`config.mk`:
```
export PLATFORM = sky130hd
export DESIGN_NAME = ps2_rx_controller_flat
export DESIGN_NICKNAME = d
export VERILOG_FILES = /design/src/rtl/ps2_rx_controller_pkg.sv /design/src/rtl/ps2_rx_controller_if.sv /design/src/rtl/ps2_rx_controller_sync_edge.sv /design/src/rtl/ps2_rx_controller.sv /design/src/flat_wrapper.sv
export SDC_FILE = /design/constraint.sdc
export NUM_CORES = 1
export LEC_CHECK = 0
export CORE_ASPECT_RATIO = 1.5
export CORE_MARGIN = 1.5
export CORE_UTILIZATION = 53
export CTS_BUF_LIST = sky130_fd_sc_hd__clkbuf_16
export CTS_CLUSTER_SIZE = 20
export DETAILED_ROUTE_END_ITERATION = 8
export GPL_ROUTABILITY_DRIVEN = 0
export GPL_TIMING_DRIVEN = 0
export PLACE_DENSITY = 0.88
export SLEW_MARGIN = 10
export SYNTH_ARGS = -nofsm -noshare
export SYNTH_HDL_FRONTEND = slang
export SYNTH_SLANG_ARGS = --single-unit
```
`constraint.sdc`:
```
create_clock -name clk -period 2.1 [get_ports clk]
set_input_delay 0.42 -clock clk [delete_from_list [all_inputs] [get_ports clk]]
set_output_delay 0.42 -clock clk [all_outputs]
set_load 0.005 [all_outputs]
```
`src/rtl/ps2_rx_controller_pkg.sv`:
```
// Shared types and constants for the PS/2 receive controller: frame and
// prefix-decoder state encodings, scancode prefixes and the decoder step.
package ps2_rx_controller_pkg;

    typedef enum logic [1:0] {
        F_IDLE  = 2'd0,
        F_FRAME = 2'd1,
        F_CHECK = 2'd2
    } frame_state_t;

    typedef enum logic [1:0] {
        D_NONE   = 2'd0,
        D_EXT    = 2'd1,
        D_BRK    = 2'd2,
        D_EXTBRK = 2'd3
    } dec_state_t;

    localparam logic [7:0] PS2_PREFIX_EXT = 8'hE0;
    localparam logic [7:0] PS2_PREFIX_BRK = 8'hF0;

    // Strobes counted after the start bit: 8 data, parity, stop.
    localparam logic [3:0] FRAME_BITS = 4'd10;

    function automatic logic is_prefix(input logic [7:0] b);
        return (b == PS2_PREFIX_EXT) || (b == PS2_PREFIX_BRK);
    endfunction

    // Prefixes accumulate; a repeated prefix leaves the state unchanged.
    function automatic dec_state_t dec_after_prefix(input dec_state_t s, input logic [7:0] b);
        dec_state_t n;
        n = s;
        if (b == PS2_PREFIX_EXT) begin
            if (s == D_NONE)     n = D_EXT;
            else if (s == D_BRK) n = D_EXTBRK;
        end else if (b == PS2_PREFIX_BRK) begin
            if (s == D_NONE)     n = D_BRK;
            else if (s == D_EXT) n = D_EXTBRK;
        end
        return n;
    endfunction

endpackage

```
`src/rtl/ps2_rx_controller_if.sv`:
```
// Key-event output channel. Valid/ready: an event transfers on a cycle where
// key_valid & key_ready are both 1; the source holds key_* stable while key_valid & ~key_ready.
interface ps2_rx_controller_if;
    logic [7:0] key_code;
    logic       key_ext;
    logic       key_release;
    logic       key_valid;
    logic       key_ready;

    modport master (
        output key_code, key_ext, key_release, key_valid,
        input  key_ready
    );

    modport slave (
        input  key_code, key_ext, key_release, key_valid,
        output key_ready
    );
endinterface

```
`src/rtl/ps2_rx_controller_sync_edge.sv`:
```
// Synchronises the raw PS/2 clock and data pins and produces a one-cycle
// strobe on each rising edge of the synchronised PS/2 clock.
module ps2_rx_controller_sync_edge #(
    parameter int SYNC_STAGES = 2
) (
    input  logic clk,
    input  logic rst,
    input  logic clk_raw,
    input  logic data_raw,
    output logic clk_posedge,
    output logic data
);
    logic [SYNC_STAGES-1:0] clk_sync;
    logic [SYNC_STAGES-1:0] data_sync;
    logic                   clk_sync_d;

    // Both lines go through equal-depth chains so data stays aligned with the strobe.
    always_ff @(posedge clk) begin
        if (rst) begin
            clk_sync   <= '0;
            data_sync  <= '0;
            clk_sync_d <= 1'b0;
        end else begin
            clk_sync   <= {clk_sync[SYNC_STAGES-2:0], clk_raw};
            data_sync  <= {data_sync[SYNC_STAGES-2:0], data_raw};
            clk_sync_d <= clk_sync[SYNC_STAGES-1];
        end
    end

    assign clk_posedge = clk_sync[SYNC_STAGES-1] & ~clk_sync_d;
    assign data        = data_sync[SYNC_STAGES-1];

endmodule

```
`src/rtl/ps2_rx_controller.sv`:
```
// PS/2 receive sequencer: frames bytes for the external byte receiver, checks
// parity/stop, enforces a frame timeout and decodes E0/F0 prefixes into key events.
module ps2_rx_controller
    import ps2_rx_controller_pkg::*;
#(
    parameter int SYNC_STAGES    = 2,
    parameter int TIMEOUT_CYCLES = 100000
) (
    input  logic                       clk,
    input  logic                       rst,
    input  logic                       ps2_clk_raw,
    input  logic                       ps2_data_raw,
    output logic                       ps2_clk_posedge,
    output logic                       ps2_data,
    output logic                       start_receiving_data,
    output logic                       rx_abort,
    input  logic [7:0]                 rx_data,
    input  logic                       rx_strb,
    ps2_rx_controller_if.master        key,
    output logic                       err_parity,
    output logic                       err_timeout,
    output logic                       err_overflow,
    output frame_state_t               frame_state,
    output dec_state_t                 dec_state
);
    localparam int                 TIMER_W   = $clog2(TIMEOUT_CYCLES + 1);
    localparam logic [TIMER_W-1:0] TIMER_MAX = TIMER_W'(TIMEOUT_CYCLES);

    logic [3:0]         bitcnt;
    logic               parity_acc;
    logic               stop_bit;
    logic [TIMER_W-1:0] timer;
    logic               rx_strb_d;
    logic               rx_strb_rise;
    logic               frame_ok;
    logic               cur_ext;
    logic               cur_brk;

    ps2_rx_controller_sync_edge #(
        .SYNC_STAGES(SYNC_STAGES)
    ) u_sync (
        .clk         (clk),
        .rst         (rst),
        .clk_raw     (ps2_clk_raw),
        .data_raw    (ps2_data_raw),
        .clk_posedge (ps2_clk_posedge),
        .data        (ps2_data)
    );

    assign rx_strb_rise = rx_strb & ~rx_strb_d;
    // Odd parity over data+parity, stop high, and exactly a full frame of strobes.
    assign frame_ok     = parity_acc & stop_bit & (bitcnt == FRAME_BITS);
    assign cur_ext      = (dec_state == D_EXT) || (dec_state == D_EXTBRK);
    assign cur_brk      = (dec_state == D_BRK) || (dec_state == D_EXTBRK);

    always_ff @(posedge clk) begin
        if (rst) begin
            frame_state          <= F_IDLE;
            dec_state            <= D_NONE;
            bitcnt               <= '0;
            parity_acc           <= 1'b0;
            stop_bit             <= 1'b0;
            timer                <= '0;
            rx_strb_d            <= 1'b0;
            start_receiving_data <= 1'b0;
            rx_abort             <= 1'b0;
            err_parity           <= 1'b0;
            err_timeout          <= 1'b0;
            err_overflow         <= 1'b0;
            key.key_code         <= '0;
            key.key_ext          <= 1'b0;
            key.key_release      <= 1'b0;
            key.key_valid        <= 1'b0;
        end else begin
            rx_strb_d            <= rx_strb;
            start_receiving_data <= 1'b0;
            rx_abort             <= 1'b0;
            err_parity           <= 1'b0;
            err_timeout          <= 1'b0;
            err_overflow         <= 1'b0;

            if (key.key_valid && key.key_ready) begin
                key.key_valid <= 1'b0;
            end

            unique case (frame_state)
                F_IDLE: begin
                    if (ps2_clk_posedge && !ps2_data) begin
                        start_receiving_data <= 1'b1;
                        bitcnt               <= '0;
                        parity_acc           <= 1'b0;
                        stop_bit             <= 1'b0;
                        timer                <= '0;
                        frame_state          <= F_FRAME;
                    end
                end

                F_FRAME: begin
                    if (ps2_clk_posedge) begin
                        timer <= '0;
                        if (bitcnt < 4'd9) parity_acc <= parity_acc ^ ps2_data;
                        if (bitcnt == 4'd9) stop_bit <= ps2_data;
                        if (bitcnt != 4'hF) bitcnt <= bitcnt + 4'd1;
                    end else if (timer != TIMER_MAX) begin
                        timer <= timer + TIMER_W'(1);
                    end

                    if (rx_strb_rise) begin
                        frame_state <= F_CHECK;
                    end else if (timer == TIMER_MAX) begin
                        err_timeout <= 1'b1;
                        rx_abort    <= 1'b1;
                        dec_state   <= D_NONE;
                        frame_state <= F_IDLE;
                    end
                end

                F_CHECK: begin
                    rx_abort    <= 1'b1;
                    frame_state <= F_IDLE;
                    if (!frame_ok) begin
                        err_parity <= 1'b1;
                        dec_state  <= D_NONE;
                    end else if (is_prefix(rx_data)) begin
                        dec_state <= dec_after_prefix(dec_state, rx_data);
                    end else begin
                        dec_state <= D_NONE;
                        // A held, unaccepted event wins; the new one is dropped.
                        if (key.key_valid && !key.key_ready) begin
                            err_overflow <= 1'b1;
                        end else begin
                            key.key_code    <= rx_data;
                            key.key_ext     <= cur_ext;
                            key.key_release <= cur_brk;
                            key.key_valid   <= 1'b1;
                        end
                    end
                end

                default: frame_state <= F_IDLE;
            endcase
        end
    end

endmodule
```
`src/flat_wrapper.sv`:
```
// flat-port wrapper written by rule: the top's interface ports become plain ports
module ps2_rx_controller_flat import ps2_rx_controller_pkg::*;
#(
    parameter int SYNC_STAGES    = 2,
    parameter int TIMEOUT_CYCLES = 100000
)
  (clk, rst, ps2_clk_raw, ps2_data_raw, ps2_clk_posedge, ps2_data, start_receiving_data, rx_abort, rx_data, rx_strb, err_parity, err_timeout, err_overflow, frame_state, dec_state, key_key_code, key_key_ext, key_key_release, key_key_valid, key_key_ready);
  ps2_rx_controller_if key_i ();
  input  logic clk;
  input  logic rst;
  input  logic ps2_clk_raw;
  input  logic ps2_data_raw;
  output logic ps2_clk_posedge;
  output logic ps2_data;
  output logic start_receiving_data;
  output logic rx_abort;
  input  logic [7:0] rx_data;
  input  logic rx_strb;
  output logic err_parity;
  output logic err_timeout;
  output logic err_overflow;
  output frame_state_t frame_state;
  output dec_state_t dec_state;
  output wire logic [$bits(key_i.key_code)-1:0] key_key_code;
  output wire logic [$bits(key_i.key_ext)-1:0] key_key_ext;
  output wire logic [$bits(key_i.key_release)-1:0] key_key_release;
  output wire logic [$bits(key_i.key_valid)-1:0] key_key_valid;
  input wire logic [$bits(key_i.key_ready)-1:0] key_key_ready;
  assign key_key_code = key_i.key_code;
  assign key_key_ext = key_i.key_ext;
  assign key_key_release = key_i.key_release;
  assign key_key_valid = key_i.key_valid;
  assign key_i.key_ready = key_key_ready;
  ps2_rx_controller #(.SYNC_STAGES(SYNC_STAGES), .TIMEOUT_CYCLES(TIMEOUT_CYCLES)) u_core (.clk(clk), .rst(rst), .ps2_clk_raw(ps2_clk_raw), .ps2_data_raw(ps2_data_raw), .ps2_clk_posedge(ps2_clk_posedge), .ps2_data(ps2_data), .start_receiving_data(start_receiving_data), .rx_abort(rx_abort), .rx_data(rx_data), .rx_strb(rx_strb), .key(key_i), .err_parity(err_parity), .err_timeout(err_timeout), .err_overflow(err_overflow), .frame_state(frame_state), .dec_state(dec_state));
endmodule
```
==> results of run 1 <==
## power by group through the flow
stage | logic, mW | registers [mW] | clock network (mW)
4_1_cts | 0.112 | 0.944 | 0.896
2_1_floorplan | 0.0574 | 0.964 | 0
5_1_grt | 0.133 | 0.945 | 0.928
6_report | 0.124 | 0.945 | 0.884
3_3_place_gp | 0.107 | 0.965 | 0
3_5_place_dp | 0.108 | 0.965 | 0
## repair_timing
action,CTS,global route
resized for setup,3,10
endpoints found under the setup margin,13,14
pin swaps,0,3
buffers inserted,0,6
hold buffers,0,0
## state kept, by name (all words and copies together) (netlist names)
signal	flops
u_core.timer	17
u_core.key.key_code	8
u_core.bitcnt	4
u_core.dec_state	2
u_core.frame_state	2
u_core.u_sync.clk_sync	2
u_core.u_sync.data_sync	2
u_core.err_overflow	1
u_core.err_parity	1
u_core.err_timeout	1
u_core.key.key_ext	1
u_core.key.key_release	1
u_core.key.key_valid	1
u_core.parity_acc	1
u_core.rx_abort	1
u_core.rx_strb_d	1
u_core.start_receiving_data	1
u_core.stop_bit	1
u_core.u_sync.clk_sync_d	1
## cell type report
cell class | instances | share of cell area (%)
multi-input combinational | 182 | 42.9
sequential | 49 | 33.2
timing repair buffer | 40 | 13.4
clock buffer | 5 | 4.23
tap | 46 | 1.95
buffer | 8 | 1.61
inverter | 11 | 1.40
clock inverter | 3 | 1.27
## worst max-delay path by stage
stage	end	start	slack, ns	depth (start not counted)
floorplan	u_core.timer[13]	u_core.frame_state[1]	0.15	9
global placement	u_core.timer[7]	u_core.frame_state[0]	-0.01	8
detailed placement	u_core.timer[13]	u_core.frame_state[0]	-0.07	8
CTS	u_core.timer[15]	u_core.timer[0]	0.008	7
global route	u_core.timer[15]	u_core.timer[0]	-0.01	7
finish	u_core.timer[3]	u_core.frame_state[1]	0.08	9
## critical path: cells and delay by family (launching register included)
family | cells | cell delay, ns
AO/OA/AOI/OAI | 1 | 0.11
adder cells (fa/ha/maj) | 1 | 0.20
buffers and inverters | 3 | 0.36
flip-flops | 1 | 0.36
AND/OR/NAND/NOR | 4 | 0.95
## layout by cell type, fill, tap and decap left out, drive strengths merged, types with 2 or more instances in the layout
| master | count |
|---|---|
| and2 | 3 |
| o21ai | 11 |
| xor2 | 8 |
| o31a | 2 |
| a21oi | 8 |
| nor2 | 34 |
| clkbuf | 10 |
| ha | 9 |
| or3 | 2 |
| nor3b | 3 |
| nand2b | 3 |
| o21a | 2 |
| buf | 9 |
| nor4 | 5 |
| nor3 | 3 |
| o211ai | 7 |
| nand3 | 9 |
| dfxtp | 49 |
| and4bb | 2 |
| inv | 12 |
| mux2i | 12 |
| clkdlybuf4s50 | 34 |
| nand2 | 17 |
| nor2b | 8 |
| or4 | 4 |
| and3 | 6 |
| a32oi | 2 |
| a211oi | 2 |
| nand4 | 5 |
| a31oi | 3 |
## kinds of logic after synthesis
| family | after synthesis |
|---|---|
| compound gates | 42 |
| buf+inv | 19 |
| fa+ha+maj | 9 |
| flops | 49 |
| mux | 12 |
| xor+xnor | 9 |
| simple gates | 110 |
## metrics by stage
step / cells / setup TNS [ns]
after floorplan: 250 / 0
after global placement: 330 / -0.0346
after detailed placement: 330 / -0.545
after CTS: 338 / 0
after global routing: 344 / -0.0285
final: 344 / 0
## layer usage
layer / vias to the layer above / GRT usage, %
met1: 1007 / 25.9
met2: 60 / 43.3
met5: - / 0
met3: 17 / 4.19
met4: 0 / 12.7
li1: 979 / -
## synthesized netlist by cell type, types with 6 or more instances
master    instances  area [um^2]
dfxtp_1          49          981
nor2_1           33          124
nand2_1          17         63.8
mux2i_1          12          120
inv_1            11         41.3
ha_1              9          113
nand3_1           9         45.0
o21ai_0           9         45.0
a21oi_1           8         40.0
nor2b_1           8         50.1
xor2_1            8         70.1
and3_1            6         37.5
o211ai_1          6         45.0
==> parameters.txt, run 1 <==
Parameter                              Value

Die
  Chip height    83.6 um
  Starting utilization of the core area    54.6%
  Total core area    0.00421 mm^2
  Die footprint    0.00475 mm^2
  X dimension of the die    56.8 um
  Number of cell rows    29
  Top-level I/O count    36

Clock tree
  CTS buffer count    5
  Maximum clock insertion buffer count    2
  Root Driver    clkbuf_16
  TritonCTS clock tree    yes
  Clk sink count    49
  Maximum level of the CTS H-tree    2
  Worst skew pair latency    0.29 ns
  Worst-path clk slew    0.06 ns

Place
  DP Worst Slack    -0.0653 ns
  DP HPWL    3750 um
  Count of input and output buffers    34
  Instance area after placement    0.00270 mm^2

GRT
  Number of global-route vias before repair    2013
  First-pass GRT wire length    9060 um
  Antenna violations before repair    0
  Total track usage    24.0%
  Largest net degree at the start of global routing    15
  Global-route congestion overflow total    0

Route
  DRC violation count after routing    0
  Detailed-route via count    2063
  Via-per-instance ratio    6.00
  Met3 routed WL    233 um
  Antenna Nets Post-Route    0
  Uppermost layer routed    met4
  1st-pass router iterations    4
  Metal2 WL    2990 um
  First-iteration detailed-routing DRC count    59
  Overall routed net length    5570 um
  Avg WL per Cell    16.2 um
  Detailed-route wire length on metal 1    2160 um

Timing
  Max-slew headroom    63.7%
  Period utilization    96.3%
  Setup slack of the critical path after layout    0.0783 ns
  Minimum clock period    2.02 ns
  Final hold viol count    0
  Peak Freq    495 MHz
  Worst clock skew on the final layout    0.00691 ns
  Final setup fails    0
  Max-slew violations    0
  Hold Slack    0.443 ns
  Transition time of the tightest slew-check pin    0.540 ns

Worst setup path
  Cell with the most instances on the worst path    buf_6
  Launch point of the worst reg-to-reg path    u_core.frame_state[1]
  Slowest Stage Delay on Critical Path    0.51 ns
  Critical R2R Capture    u_core.timer[3]
  Start-to-end type of the worst setup path    register to register
  Critical-path maximum fanout    10
  Startpoint class of the critical path    register
  Critical path data arrival time    2.25 ns
  Ordered cell list for the critical path    inv_2 -> ha_1 -> buf_6 -> nand2b_4 -> o21ai_4 -> or2_1 -> buf_6 -> or4_1 -> nand2_1
  Crit path required time    2.33 ns
  Worst Setup End Kind    register
  Depth of the worst register-to-register path    9
  Max stage delay cell, worst path    or4_1
  Reg-to-reg slack, setup    0.08 ns

Synth
  Synthesized area per cell    9.19 um^2
  Post-synthesis simple-gate area fraction    26.4%
  Synthesized-area fraction occupied by ao, oa, aoi and oai cells    13.8%
  Number of enable flip-flop cells after synthesis    0
  Net count after synthesis    273
  Adder-Cell Fraction of Synth Area    4.90%
  Xor and xnor fraction of the mapped netlist area    3.43%
  Cell area after synthesis    0.00230 mm^2
  Share of flip-flops with an asynchronous set or reset    0%
  Register bit total from synthesis    49
  Main combinational cell family by area after synthesis    simple AND/OR/NAND/NOR gates
  Proportion of synthesized area in mux cells    5.23%
  Number of different library cells in the post-synthesis netlist    48
  Synthesized instance count    250
  Post-synth top flop    dfxtp_1
  Sequential-to-total area share from yosys stat    42.7%
  Ys Warns    0

Power
  Switch share    20.5%
  Power share of the combinational group    6.3%
  Clock network fraction of total power    45.3%
  Internal power consumption    1.55 mW
  Power density over the cells    660 mW/mm^2
  Peak supply drop    0.814 mV
  Leak    1.11 nW
  Part of the power in registers    48.4%
  Switching power    0.401 mW
  Post-layout total power    1.95 mW

Final layout
  # nets final    320
  Final core utilization    70.3%
  Proportion of layout cells with a drive suffix above 1    10.7%
  Finished Cell Area    0.00296 mm^2
  Layout-stage area growth over the synthesis result    28.8%
  Area of combinational cells with multiple inputs    0.00127 mm^2
  Diodes inserted    0
  Final-layout fill cell count    301
  Total area of sequential cells    983 um^2

Flow run
  Reported max-cap violation count    0

Min path
  Min-Delay Path Depth    1
  Destination of the worst hold path    u_core.u_sync.clk_sync[1]
  Launch point of the worst hold path    u_core.u_sync.clk_sync[0]
  Worst hold path type    register to register

Run status
  Result of the run    finished, final reports clean
Power figures use the tool's default switching activity.
==> inputs of run 2 (changes only) <==
--- a/config.mk
+++ b/config.mk
@@ -9,7 +9,7 @@
 export CORE_MARGIN = 1.5
 export CORE_UTILIZATION = 53
 export CTS_BUF_LIST = sky130_fd_sc_hd__clkbuf_16
-export CTS_CLUSTER_SIZE = 20
+export CTS_CLUSTER_SIZE = 25
 export DETAILED_ROUTE_END_ITERATION = 8
 export GPL_ROUTABILITY_DRIVEN = 0
 export GPL_TIMING_DRIVEN = 0
==> constraint.sdc (replaced) <==
create_clock -name clk -period 2.1 [get_ports clk]
set_input_delay 0.21 -clock clk [delete_from_list [all_inputs] [get_ports clk]]
set_output_delay 0.21 -clock clk [all_outputs]
set_load 0.005 [all_outputs]
==> results of run 2 <==
The final DEF is identical to that of run 1. Status: finished, final reports clean.
Among the figures that moved: hold slack 0.443 ns -> 0.302 ns; end point of the worst hold path u_core.u_sync.clk_sync[1] -> u_core.u_sync.data_sync[0]
